`config.mk`:
```
export PLATFORM = sky130hd
export DESIGN_NAME = fp_mul_seq_ctrl
export DESIGN_NICKNAME = d
export VERILOG_FILES = /design/src/rtl/fp_pkg.sv /design/src/rtl/fp_mul_special.sv /design/src/rtl/fp_mul_seq_ctrl.sv
export SDC_FILE = /design/constraint.sdc
export NUM_CORES = 1
export LEC_CHECK = 0
export CAP_MARGIN = 5
export CORE_MARGIN = 2
export CORE_UTILIZATION = 29
export CTS_BUF_LIST = sky130_fd_sc_hd__clkbuf_16
export DETAILED_ROUTE_END_ITERATION = 12
export PLACE_DENSITY_LB_ADDON = 0.15
export SETUP_SLACK_MARGIN = 0.05
export SLEW_MARGIN = 20
export SYNTH_ARGS = -nofsm -noshare
export SYNTH_HDL_FRONTEND = slang
export SYNTH_SLANG_ARGS = --single-unit
```
`constraint.sdc`:
```
create_clock -name clk -period 7.4 [get_ports clk]
set_clock_uncertainty 0.1 [all_clocks]
set_input_delay 1.48 -clock clk [delete_from_list [all_inputs] [get_ports clk]]
set_output_delay 1.48 -clock clk [all_outputs]
set_load 0.1 [all_outputs]
```
`src/rtl/fp_pkg.sv`:
```
// Shared types and constants for the sequential binary32 multiplier.
//   state_t : controller FSM states
//   fp32_t  : binary32 field view {sign, exp, frac}
package fp_pkg;

  typedef enum logic [1:0] {
    IDLE = 2'd0,
    MUL  = 2'd1,
    NORM = 2'd2,
    DONE = 2'd3
  } state_t;

  localparam logic [9:0]  FP_BIAS    = 10'd127;
  localparam logic [7:0]  FP_EXP_MAX = 8'hFF;
  localparam logic [31:0] FP_QNAN    = 32'h7FC0_0000;

  typedef struct packed {
    logic        sign;
    logic [7:0]  exp;
    logic [22:0] frac;
  } fp32_t;

endpackage

```
`src/rtl/fp_mul_special.sv`:
```
// Combinational operand classification for the binary32 multiplier.
// Ports:
//   a, b     : binary32 operands
//   is_nan   : result is the canonical quiet NaN (NaN operand or inf x zero)
//   is_inf   : either operand is infinity
//   is_zero  : either operand has exp==0 (denormals count as zero)
//   byp_y    : bypass result, valid whenever any of the three flags is set
import fp_pkg::*;

module fp_mul_special (
  input  logic [31:0] a,
  input  logic [31:0] b,
  output logic        is_nan,
  output logic        is_inf,
  output logic        is_zero,
  output logic [31:0] byp_y
);

  fp32_t fa, fb;
  logic  a_nan, b_nan, a_inf, b_inf, a_zero, b_zero, sgn;

  assign fa = a;
  assign fb = b;

  assign a_nan  = (fa.exp == FP_EXP_MAX) && (fa.frac != '0);
  assign b_nan  = (fb.exp == FP_EXP_MAX) && (fb.frac != '0);
  assign a_inf  = (fa.exp == FP_EXP_MAX) && (fa.frac == '0);
  assign b_inf  = (fb.exp == FP_EXP_MAX) && (fb.frac == '0);
  assign a_zero = (fa.exp == '0);
  assign b_zero = (fb.exp == '0);
  assign sgn    = fa.sign ^ fb.sign;

  assign is_nan  = a_nan | b_nan | (a_inf & b_zero) | (b_inf & a_zero);
  assign is_inf  = a_inf | b_inf;
  assign is_zero = a_zero | b_zero;

  // Priority: NaN beats inf beats zero.
  always_comb begin
    byp_y = {sgn, 31'h0};
    if (is_nan)      byp_y = FP_QNAN;
    else if (is_inf) byp_y = {sgn, FP_EXP_MAX, 23'h0};
  end

endmodule

```
`src/rtl/fp_mul_seq_ctrl.sv`:
```
// Sequential binary32 multiplier: 24-step shift-add mantissa product, then
// normalise, round and pack. Zero/inf/NaN operands bypass the iteration.
// Optional macro FPMUL_RNE_EN selects round-to-nearest-even; otherwise the
// result is truncated.
// Ports:
//   clk, rst            : clock, synchronous active-high reset
//   in_valid / in_ready : operand handshake (ready only in IDLE)
//   a, b                : binary32 operands
//   out_valid/out_ready : result handshake (valid only in DONE)
//   y, ovf, unf         : product and overflow/underflow flags, held in DONE
import fp_pkg::*;

module fp_mul_seq_ctrl (
  input  logic        clk,
  input  logic        rst,
  input  logic        in_valid,
  output logic        in_ready,
  input  logic [31:0] a,
  input  logic [31:0] b,
  output logic        out_valid,
  input  logic        out_ready,
  output logic [31:0] y,
  output logic        ovf,
  output logic        unf
);

  state_t state, state_nx;

  fp32_t              fa, fb;
  logic               sign_q;
  logic signed [9:0]  exp_q;
  logic [23:0]        ma_q, mb_q;
  logic [47:0]        prod_q;
  logic [4:0]         cnt_q;

  logic               is_nan, is_inf, is_zero, byp;
  logic [31:0]        byp_y;

  assign fa = a;
  assign fb = b;

  fp_mul_special u_special (
    .a       (a),
    .b       (b),
    .is_nan  (is_nan),
    .is_inf  (is_inf),
    .is_zero (is_zero),
    .byp_y   (byp_y)
  );

  assign byp       = is_nan | is_inf | is_zero;
  assign in_ready  = (state == IDLE);
  assign out_valid = (state == DONE);

  // ---------------- FSM ----------------
  always_ff @(posedge clk) begin
    if (rst) state <= IDLE;
    else     state <= state_nx;
  end

  always_comb begin
    state_nx = state;
    case (state)
      IDLE: if (in_valid) state_nx = byp ? DONE : MUL;
      MUL:  if (cnt_q == 5'd23) state_nx = NORM;
      NORM: state_nx = DONE;
      DONE: if (out_ready) state_nx = IDLE;
      default: state_nx = IDLE;
    endcase
  end

  // ---------------- normalise / round ----------------
  logic [22:0]       mant_raw;
  logic              guard, sticky, rnd_inc;
  logic [23:0]       mant_sum;
  logic signed [9:0] exp_n, exp_f;
  logic [31:0]       norm_y;
  logic              norm_ovf, norm_unf;

  // Product of two [1,2) mantissas lies in [1,4): bit 47 set means the
  // binary point moves one place, so take the field one bit higher.
  always_comb begin
    if (prod_q[47]) begin
      mant_raw = prod_q[46:24];
      guard    = prod_q[23];
      sticky   = |prod_q[22:0];
      exp_n    = exp_q + 10'sd1;
    end else begin
      mant_raw = prod_q[45:23];
      guard    = prod_q[22];
      sticky   = |prod_q[21:0];
      exp_n    = exp_q;
    end
  end

`ifdef FPMUL_RNE_EN
  assign rnd_inc = guard & (sticky | mant_raw[0]);
`else
  logic unused_rnd;
  assign unused_rnd = guard ^ sticky;
  assign rnd_inc    = 1'b0;
`endif

  // A carry out leaves the low 23 bits at zero, which is the required
  // mantissa; only the exponent needs the bump.
  assign mant_sum = {1'b0, mant_raw} + {23'b0, rnd_inc};
  assign exp_f    = exp_n + signed'({9'b0, mant_sum[23]});

  always_comb begin
    norm_ovf = 1'b0;
    norm_unf = 1'b0;
    norm_y   = {sign_q, exp_f[7:0], mant_sum[22:0]};
    if (exp_f >= signed'({2'b00, FP_EXP_MAX})) begin
      norm_ovf = 1'b1;
      norm_y   = {sign_q, FP_EXP_MAX, 23'h0};
    end else if (exp_f <= 10'sd0) begin
      norm_unf = 1'b1;
      norm_y   = {sign_q, 31'h0};
    end
  end

  // ---------------- datapath ----------------
  always_ff @(posedge clk) begin
    if (rst) begin
      sign_q <= 1'b0;
      exp_q  <= '0;
      ma_q   <= '0;
      mb_q   <= '0;
      prod_q <= '0;
      cnt_q  <= '0;
      y      <= '0;
      ovf    <= 1'b0;
      unf    <= 1'b0;
    end else begin
      case (state)
        IDLE: if (in_valid) begin
          sign_q <= fa.sign ^ fb.sign;
          // 10-bit wrap is two's-complement, so unsigned math is exact here
          exp_q  <= signed'({2'b00, fa.exp} + {2'b00, fb.exp} - FP_BIAS);
          ma_q   <= {1'b1, fa.frac};
          mb_q   <= {1'b1, fb.frac};
          prod_q <= '0;
          cnt_q  <= '0;
          if (byp) begin
            y   <= byp_y;
            ovf <= 1'b0;
            unf <= 1'b0;
          end
        end
        MUL: begin
          if (mb_q[cnt_q]) prod_q <= prod_q + ({24'b0, ma_q} << cnt_q);
          if (cnt_q != 5'd23) cnt_q <= cnt_q + 5'd1;
        end
        NORM: begin
          y   <= norm_y;
          ovf <= norm_ovf;
          unf <= norm_unf;
        end
        default: ;
      endcase
    end
  end

endmodule

```
; ---- Yosys cells after proc, flatten, opt, wreduce, memory -nomap -nowiden
; Cells that the tools add are included.
[op_classes]
addsub = 5
order_cmp = 3
n_eq_ne = 13
shift = 1
mux = 29
bitwise_logic = 10
n_reduce_logical = 18
[op_table]
columns = cell, count
row1 = 32-bit 2-to-1 mux, 3
row2 = 48-bit 2-to-1 mux, 2
row3 = 48-bit case mux with 2 select lines, 1
row4 = 31-bit 2-to-1 mux, 3
row5 = 32-bit case mux with 2 select lines, 1
row6 = 48-bit adder, 1
row7 = 24-bit by 5-bit left shift with 48-bit output, 1
row8 = 23-bit logical NOT, 2
row9 = 23-bit nonzero test, 2
row10 = 23-bit 2-to-1 mux, 1
row11 = "8-bit equality test, second input constant", 2
row12 = 8-bit logical NOT, 2
row13 = 3-bit AND reduction, 4
row14 = "10-bit by 2-bit adder with 10-bit output, second input constant", 1
row15 = "10-bit by 9-bit greater-or-equal comparator with 1-bit output, second input constant", 1
row16 = "10-bit by 1-bit less-or-equal comparator with 1-bit output, second input constant", 1
row17 = 10-bit 2-to-1 mux, 1
row18 = 5-bit 2-to-1 mux, 2
row19 = 5-bit case mux with 2 select lines, 1
row20 = "9-bit by 7-bit subtractor with 10-bit output, second input constant", 1
row21 = 8-bit by 8-bit adder with 9-bit output, 1
row22 = 2-bit 2-to-1 mux, 4
row23 = "2-bit inequality test, second input constant", 4
row24 = 2-bit case mux with 4 select lines, 1
row25 = 17 further kinds, 36
[word_totals]
ff_bits = 148
out_inout_bits = 36
word_cells = 89

; ---- Depth between registers and ports, before layout
; Gate-level depths: netlist of the first run.
[logic_depth]
word_depth = 10
depth_mapped = 22
depth_no_buf = 19

; ---- Modules after synthesis
; Synthesis of the first run repeated with hierarchy kept, for this count alone.
[hier_totals]
cells_unflattened = 1458
hier_area_um2 = 11083.1
[modules_own_cells]
columns = mod, instances, cells_per_inst, area_per_inst_um2, seq_area_each_um2
row1 = fp_mul_seq_ctrl, 1, 1391, 10621.4, 2942.8
row2 = fp_mul_special, 1, 67, 461.7, 0.0

; ---- Least setup slack after synthesis of the first run
; OpenSTA, ideal clock, no wires.
[synth_timing]
path_type = reg2reg
from = register cnt_q[1]
to = register prod_q[45]
setup_time_ps = 125
t_arrival_ps = 4206
required_ps = 7175
setup_slack_ps = 2969
path_stages_with_launch = 21
n_path_buf = 5
synth_period_minus_slack_ps = 4431
cell_sequence = dfxtp_1 buf_2 buf_4 buf_1 clkbuf_1 a211oi_1 a21oi_1 mux2i_1 mux2_2 o22ai_1 ha_1 clkbuf_1 a21oi_1 o21ai_0 nor2_1 o2111ai_1 a31o_2 a311o_1 a21o_1 a211oi_1 o21ai_0
[synth_via]
elab_chain_cells = 4
elab_cells_between_ends = 8
[synth_rtl]
columns = item, line
row1 = start: declaration, fp_mul_seq_ctrl.sv:34  ; logic [4:0] cnt_q;
row2 = start signal: assignment, fp_mul_seq_ctrl.sv:152  ; if (cnt_q != 5'd23) cnt_q <= cnt_q + 5'd1;
row3 = 24-bit by 5-bit left shift with 48-bit output or 1-bit binary-select mux with 5-bit select (tied branches), fp_mul_seq_ctrl.sv:151  ; if (mb_q[cnt_q]) prod_q <= prod_q + ({24'b0, ma_q} << cnt_q);
row4 = 48-bit adder or 1-bit 2-to-1 mux (tied branches), fp_mul_seq_ctrl.sv:151
row5 = 48-bit 2-to-1 mux or 2-bit inequality test (tied branches), --
row6 = 48-bit case mux with 2 select lines or 3-bit AND reduction (tied branches), --
row7 = end signal: assignment, fp_mul_seq_ctrl.sv:151
row8 = end: declaration, fp_mul_seq_ctrl.sv:33  ; logic [47:0] prod_q;
; Parallel ways exist; a longest one is shown, timed or not. The select of a mux whose other input is x is not followed.
; A chain may end at the register's enable or synchronous reset.

; ---- Final worst setup path of the first run
; Ends and elaborated chain as after synthesis.

==> results_dict.tcl, run 1 <==
set metrics [dict create \
    status "finished clean" \
    drt_iter0_markers 671 \
    cts_hold_buf 0 \
    grt_pass1_vias 9581 \
    viasPerCell 5.21 \
    gp_congestion 0.907 \
    dp.cells 1890 \
    clk_pin_slew_ns 0.07 \
    cp_common_cell "o21ai_0" \
    endpoint_kind "register" \
    netlist_instances 1402 \
    crit_fanout 44 \
    syn_nets 1540 \
    syn_avg_cell_area_sq_um 7.60 \
    htreeDepth 4 \
    clockRootBuffer "clkbuf_16" \
    grt_pass1_wl_mm 52.7 \
    tightest_slew_ns 1.02 \
    ys.flop_type "dfxtp_1" \
    cp-start-kind "register" \
    n_fill_cell 3918 \
    hp-class "register to register" \
    cts_tree "yes" \
    seq_area_sq_um 2950 \
    antenna_found_initial 0 \
    core_area_sq_um 36400 \
    dieArea_sq_um 38300 \
    synth_top_area_frac 0.276 \
    ir_drop_uv 163 \
    synthArstFlopShare 0 \
    post-place-ws_ns 2.28 \
    hold_viol 0 \
    arrival_ns 5.25 \
    setup_slack_ns 2.38 \
    ys_seq_area_frac 0.276 \
    finalNonFillerCells 1922 \
    p_total_mw 2.88 \
    leakage_nw 4.58 \
    final_cell_area_sq_um 12500 \
    clock_latency_ns 0.45 \
    final_common_cell "nand2_1" \
    crit_required_ns 7.63 \
    hp-start "y[19]" \
    die_h_um 196 \
    grt_max_degree 70 \
    drv_cap 0 \
    cts_resized 0 \
    holdWs_ns 0.350 \
    floorplan.initialDensity 0.292 \
    multi_input_area_sq_um 7200 \
    slowest_stage "dfxtp_2" \
    cts_buffers 17 \
    drc 0 \
    portBuffers 103 \
    synth_edf_count 0 \
    cts.sinks 147 \
    max_stage_delay_ns 0.95 \
    antenna_cells 0 \
    ys_top_cells_by_area "dfxtp_1 (28%), nand2_1 (8.9%), ha_1 (8.0%)" \
    period_needed_ns 5.02 \
    post_drt_wl_per_cell_um 17.2 \
    place_area_sq_um 12000 \
    mostFrequentLayoutCells "nand2_1 (252), dfxtp_1 (144), a21oi_1 (135)" \
    slew_violations 0 \
    synth.distinct_cells 69 \
    rsz0062_at_grt "no" \
    fmax_mhz 199 \
    num_rows 70 \
    cts_max_path_buffers 2 \
    dp_hpwl_mm 25.6 \
    num_vias 10000 \
    ant_nets 0 \
    final_util 0.343 \
    area_delta_synth_final_pct 17.4 \
    synth.largest_area_cell "dfxtp_1" \
    post-route-period-util 0.678 \
    grt-ovfl-total 0 \
    drt_wl_total_mm 33.1 \
    yosys_warnings 0 \
    synth_area_sq_um 10700 \
    critPathKind "register to register" \
    drive_gt1_frac 0.0612 \
    nNetsFinal 1579 \
    grt_usage 0.174 \
    setup_viol 0 \
    cts_setup_buffers 0 \
    setup_tns_ns 0 \
    crit_path_start "cnt_q[1]" \
    p_per_area_nw_per_um2 231 \
    slew_headroom 0.315 \
    die_w_um 196 \
    cp_cell_sequence "mux2_2, o21ai_0, o21ai_0, o21ai_0, o22ai_1, ha_1, a21oi_1, o21ai_0, nor2_1, o2111ai_1, a31o_2, a311o_1, a21o_1, a211oi_1, o21ai_0" \
    io_pins 104 \
    synth_seq_cells 147 \
    drt_first_pass_iters 5 \
    r2r-start "cnt_q[1]" \
]
[logic make-up after synthesis]
kind of cell	share of synthesized area
fa+ha+maj	0.0836
mux	0.106
simple gates	0.210
flops	0.276
buf+inv	0.0484
compound gates	0.228
xor+xnor	0.0477
[final cells by class]
type                    count  area share
clock buffers              17      0.0340
clock inverters            15     0.00961
inverters                  35      0.0105
multi-input cells        1128       0.576
flip-flops and latches    147       0.236
well taps                 468      0.0468
repair buffers            112      0.0877
[cell usage after synthesis, drive strengths merged (6+ instances only)]
cell type and n:
a21oi 136, mux2 19, a21o 29, clkbuf 70
buf 22, a21boi 6, inv 35, nand4 25
o211ai 7, o21ai 98, and2 9, o21bai 11
nand2 252, nor3 19, nor2b 9, nand3 33
xnor2 39, mux2i 62, o22ai 16, a211oi 28
a31oi 11, nand2b 10, nor4 17, mux4 13
and3 11, dfxtp 147, xor2 19, ha 68
nor2 108, a22oi 9, o21a 10
[power by group]
| group | switching [mW] | internal (mW) |
|---|---|---|
| registers | 0.104 | 0.877 |
| logic | 0.698 | 0.372 |
| clock network | 0.398 | 0.437 |
| total | 1.20 | 1.69 |
[sequential cells by signal, indices dropped and copies added (netlist names)]
signal  cells
prod_q     48
y          32
ma_q       24
mb_q       23
exp_q      10
cnt_q       5
state       2
ovf         1
sign_q      1
unf         1
[per-layer routing]
metal,global-route usage,routed length [um],vias up
met1,0.239,16400,4606
met3,0.0361,1470,43
met4,0.0542,732,0
li1,-,-,5122
met5,0,0,-
met2,0.274,14600,243
[critical path: cells and delay by family, from the launching register on]
kind,cells,cell delay [ns]
AOI/OAI and AO/OA,12,2.85
adders and majority gates,1,0.38
muxes,1,0.43
and+or+nand+nor,1,0.17
DFF,1,0.95
[final timing paths]
path	end	slack, ns	depth (start not counted)
max reg2reg	prod_q[45]	2.38	15
min	y[19]	0.35	2
min reg2reg	y[19]	0.35	2
max	prod_q[45]	2.38	15
(Power assumes the default switching activity.)
==> run 2, diff against run 1 <==
- clock period: 7.4 -> 5 ns (I/O delays scaled with it)
==> results_dict.tcl, run 2 (synthesis results as in run 1) <==
set metrics [dict create \
    status "finished clean" \
    dp.cells 1902 \
    rsz0062_at_grt "no" \
    antenna_cells 0 \
    area_delta_synth_final_pct 18.9 \
    hold_viol 0 \
    arrival_ns 4.78 \
    largest_register "prod_q" \
    slew_headroom 0.311 \
    drc 0 \
    mostFrequentLayoutCells "nand2_1 (252), dfxtp_1 (144), a21oi_1 (135)" \
    post-route-period-util 0.912 \
    clock_latency_ns 0.45 \
    drt_first_pass_iters 5 \
    critPathKind "register to register" \
    cts.sinks 147 \
    dieArea_sq_um 38300 \
    p_per_area_nw_per_um2 347 \
    post_drt_wl_per_cell_um 17.2 \
    seq_area_sq_um 2950 \
    cts_buffers 17 \
    grt-ovfl-total 0 \
    largest_reg_flops 48 \
    die_h_um 196 \
    finalNonFillerCells 1934 \
    holdWs_ns 0.348 \
    grt_pass1_vias 9748 \
    num_rows 70 \
    die_w_um 196 \
    clk_pin_slew_ns 0.06 \
    leakage_nw 4.67 \
    drt_iter0_markers 659 \
    num_vias 10100 \
    clockRootBuffer "clkbuf_16" \
    core_area_sq_um 36400 \
    grt_max_degree 63 \
    final_common_cell "nand2_1" \
    portBuffers 103 \
    hp-class "register to register" \
    setup_tns_ns 0 \
    ant_nets 0 \
    fmax_mhz 219 \
    grt_pass1_wl_mm 53.4 \
    drive_gt1_frac 0.0703 \
    multi_input_area_sq_um 7200 \
    floorplan.initialDensity 0.292 \
    drt_wl_total_mm 33.2 \
    cts_hold_buf 0 \
    cts_tree "yes" \
    drv_cap 0 \
    slew_violations 0 \
    n_fill_cell 3920 \
    viasPerCell 5.21 \
    nNetsFinal 1591 \
    period_needed_ns 4.56 \
    antenna_found_initial 0 \
    io_pins 104 \
    endpoint_kind "register" \
    tightest_slew_ns 1.03 \
    cts_max_path_buffers 2 \
    cp-start-kind "register" \
    htreeDepth 4 \
    crit_fanout 26 \
    ir_drop_uv 220 \
    crit_required_ns 5.22 \
    r2r_slack_ns 0.44 \
    reg.largest.list "prod_q (48), y (32), ma_q (24)" \
    dp_hpwl_mm 25.9 \
    setup_viol 0 \
    grt_usage 0.176 \
    gp_congestion 0.896 \
]
run 2: changes by cell type in the layout (fill, tap and decap cells not counted):
cell | before | now
buf_6 | 0 | 1
a211oi_1 | 28 | 27
clkinv_2 | 2 | 1
buf_4 | 10 | 20
clkinv_4 | 1 | 2
clkinv_1 | 1 | 0
inv_8 | 2 | 1
bufinv_16 | 0 | 2
o21ai_0 | 94 | 93
a211oi_2 | 0 | 1
dfxtp_4 | 1 | 2
buf_12 | 0 | 1
dfxtp_2 | 2 | 1
o21ai_1 | 3 | 4
run 2: worst max-delay path: stages (launching register included):
cell and delay [ns]:
dfxtp_4 0.51, buf_12 0.22, mux2_2 0.36, o21ai_0 0.27, o21ai_0 0.17, o21ai_0 0.27
o22ai_1 0.18, ha_1 0.38, a21oi_1 0.25, o21ai_0 0.16, nor2_1 0.15, o2111ai_1 0.13
a31o_2 0.30, a311o_1 0.43, a21o_1 0.22, a211oi_1 0.23, o21ai_0 0.10
run 2: where the power goes:
group	switching (mW)	internal, mW
combinational	1.06	0.566
clock	0.589	0.748
sequential	0.129	1.30
run 2: stage by stage:
stage / util / total power, mW / worst slack [ns] / area [sq um]
CTS: 0.347 / 4.44 / 0.0759 / 12700
detailed placement: 0.331 / 3.08 / 0.106 / 12100
floorplan: - / 2.61 / 0.569 / 10700
global route: 0.348 / 4.67 / 0.102 / 12700
finish: 0.348 / 4.39 / 0.441 / 12700
global placement: 0.331 / 3.09 / 0.236 / 12100
run 2: final cells by class:
| type | instances | share of cell area |
|---|---|---|
| Multi-Input combinational cell | 1128 | 0.569 |
| Sequential cell | 147 | 0.233 |
| Timing Repair Buffer | 124 | 0.0949 |
| Tap cell | 468 | 0.0462 |
| Clock buffer | 17 | 0.0336 |
| Clock inverter | 15 | 0.0133 |
| Inverter | 35 | 0.0104 |
run 2: path summary, 6_finish.rpt:
check,start,to,depth (start not counted)
worst max-delay path,cnt_q[1],prod_q[45],16
worst min-delay path,y[8],y[8],2
worst max register to register,cnt_q[1],prod_q[45],16
worst min register to register,y[8],y[8],2
run 2: repair_timing:
action | CTS | global route
endpoints found under the setup margin | 0 | 9
gates resized for setup | 0 | 5
setup buffers | 0 | 0
run 2: routing by layer:
metal  routed length [um]  GRT usage  vias to the layer above  share of wire
li1                     -          -                     5159              -
met1                16400      0.243                     4665           0.49
met2                14800      0.280                      225           0.45
met3                 1400     0.0330                       29          0.042
met4                  599     0.0530                        0          0.018
met5                    0          0                        -              0
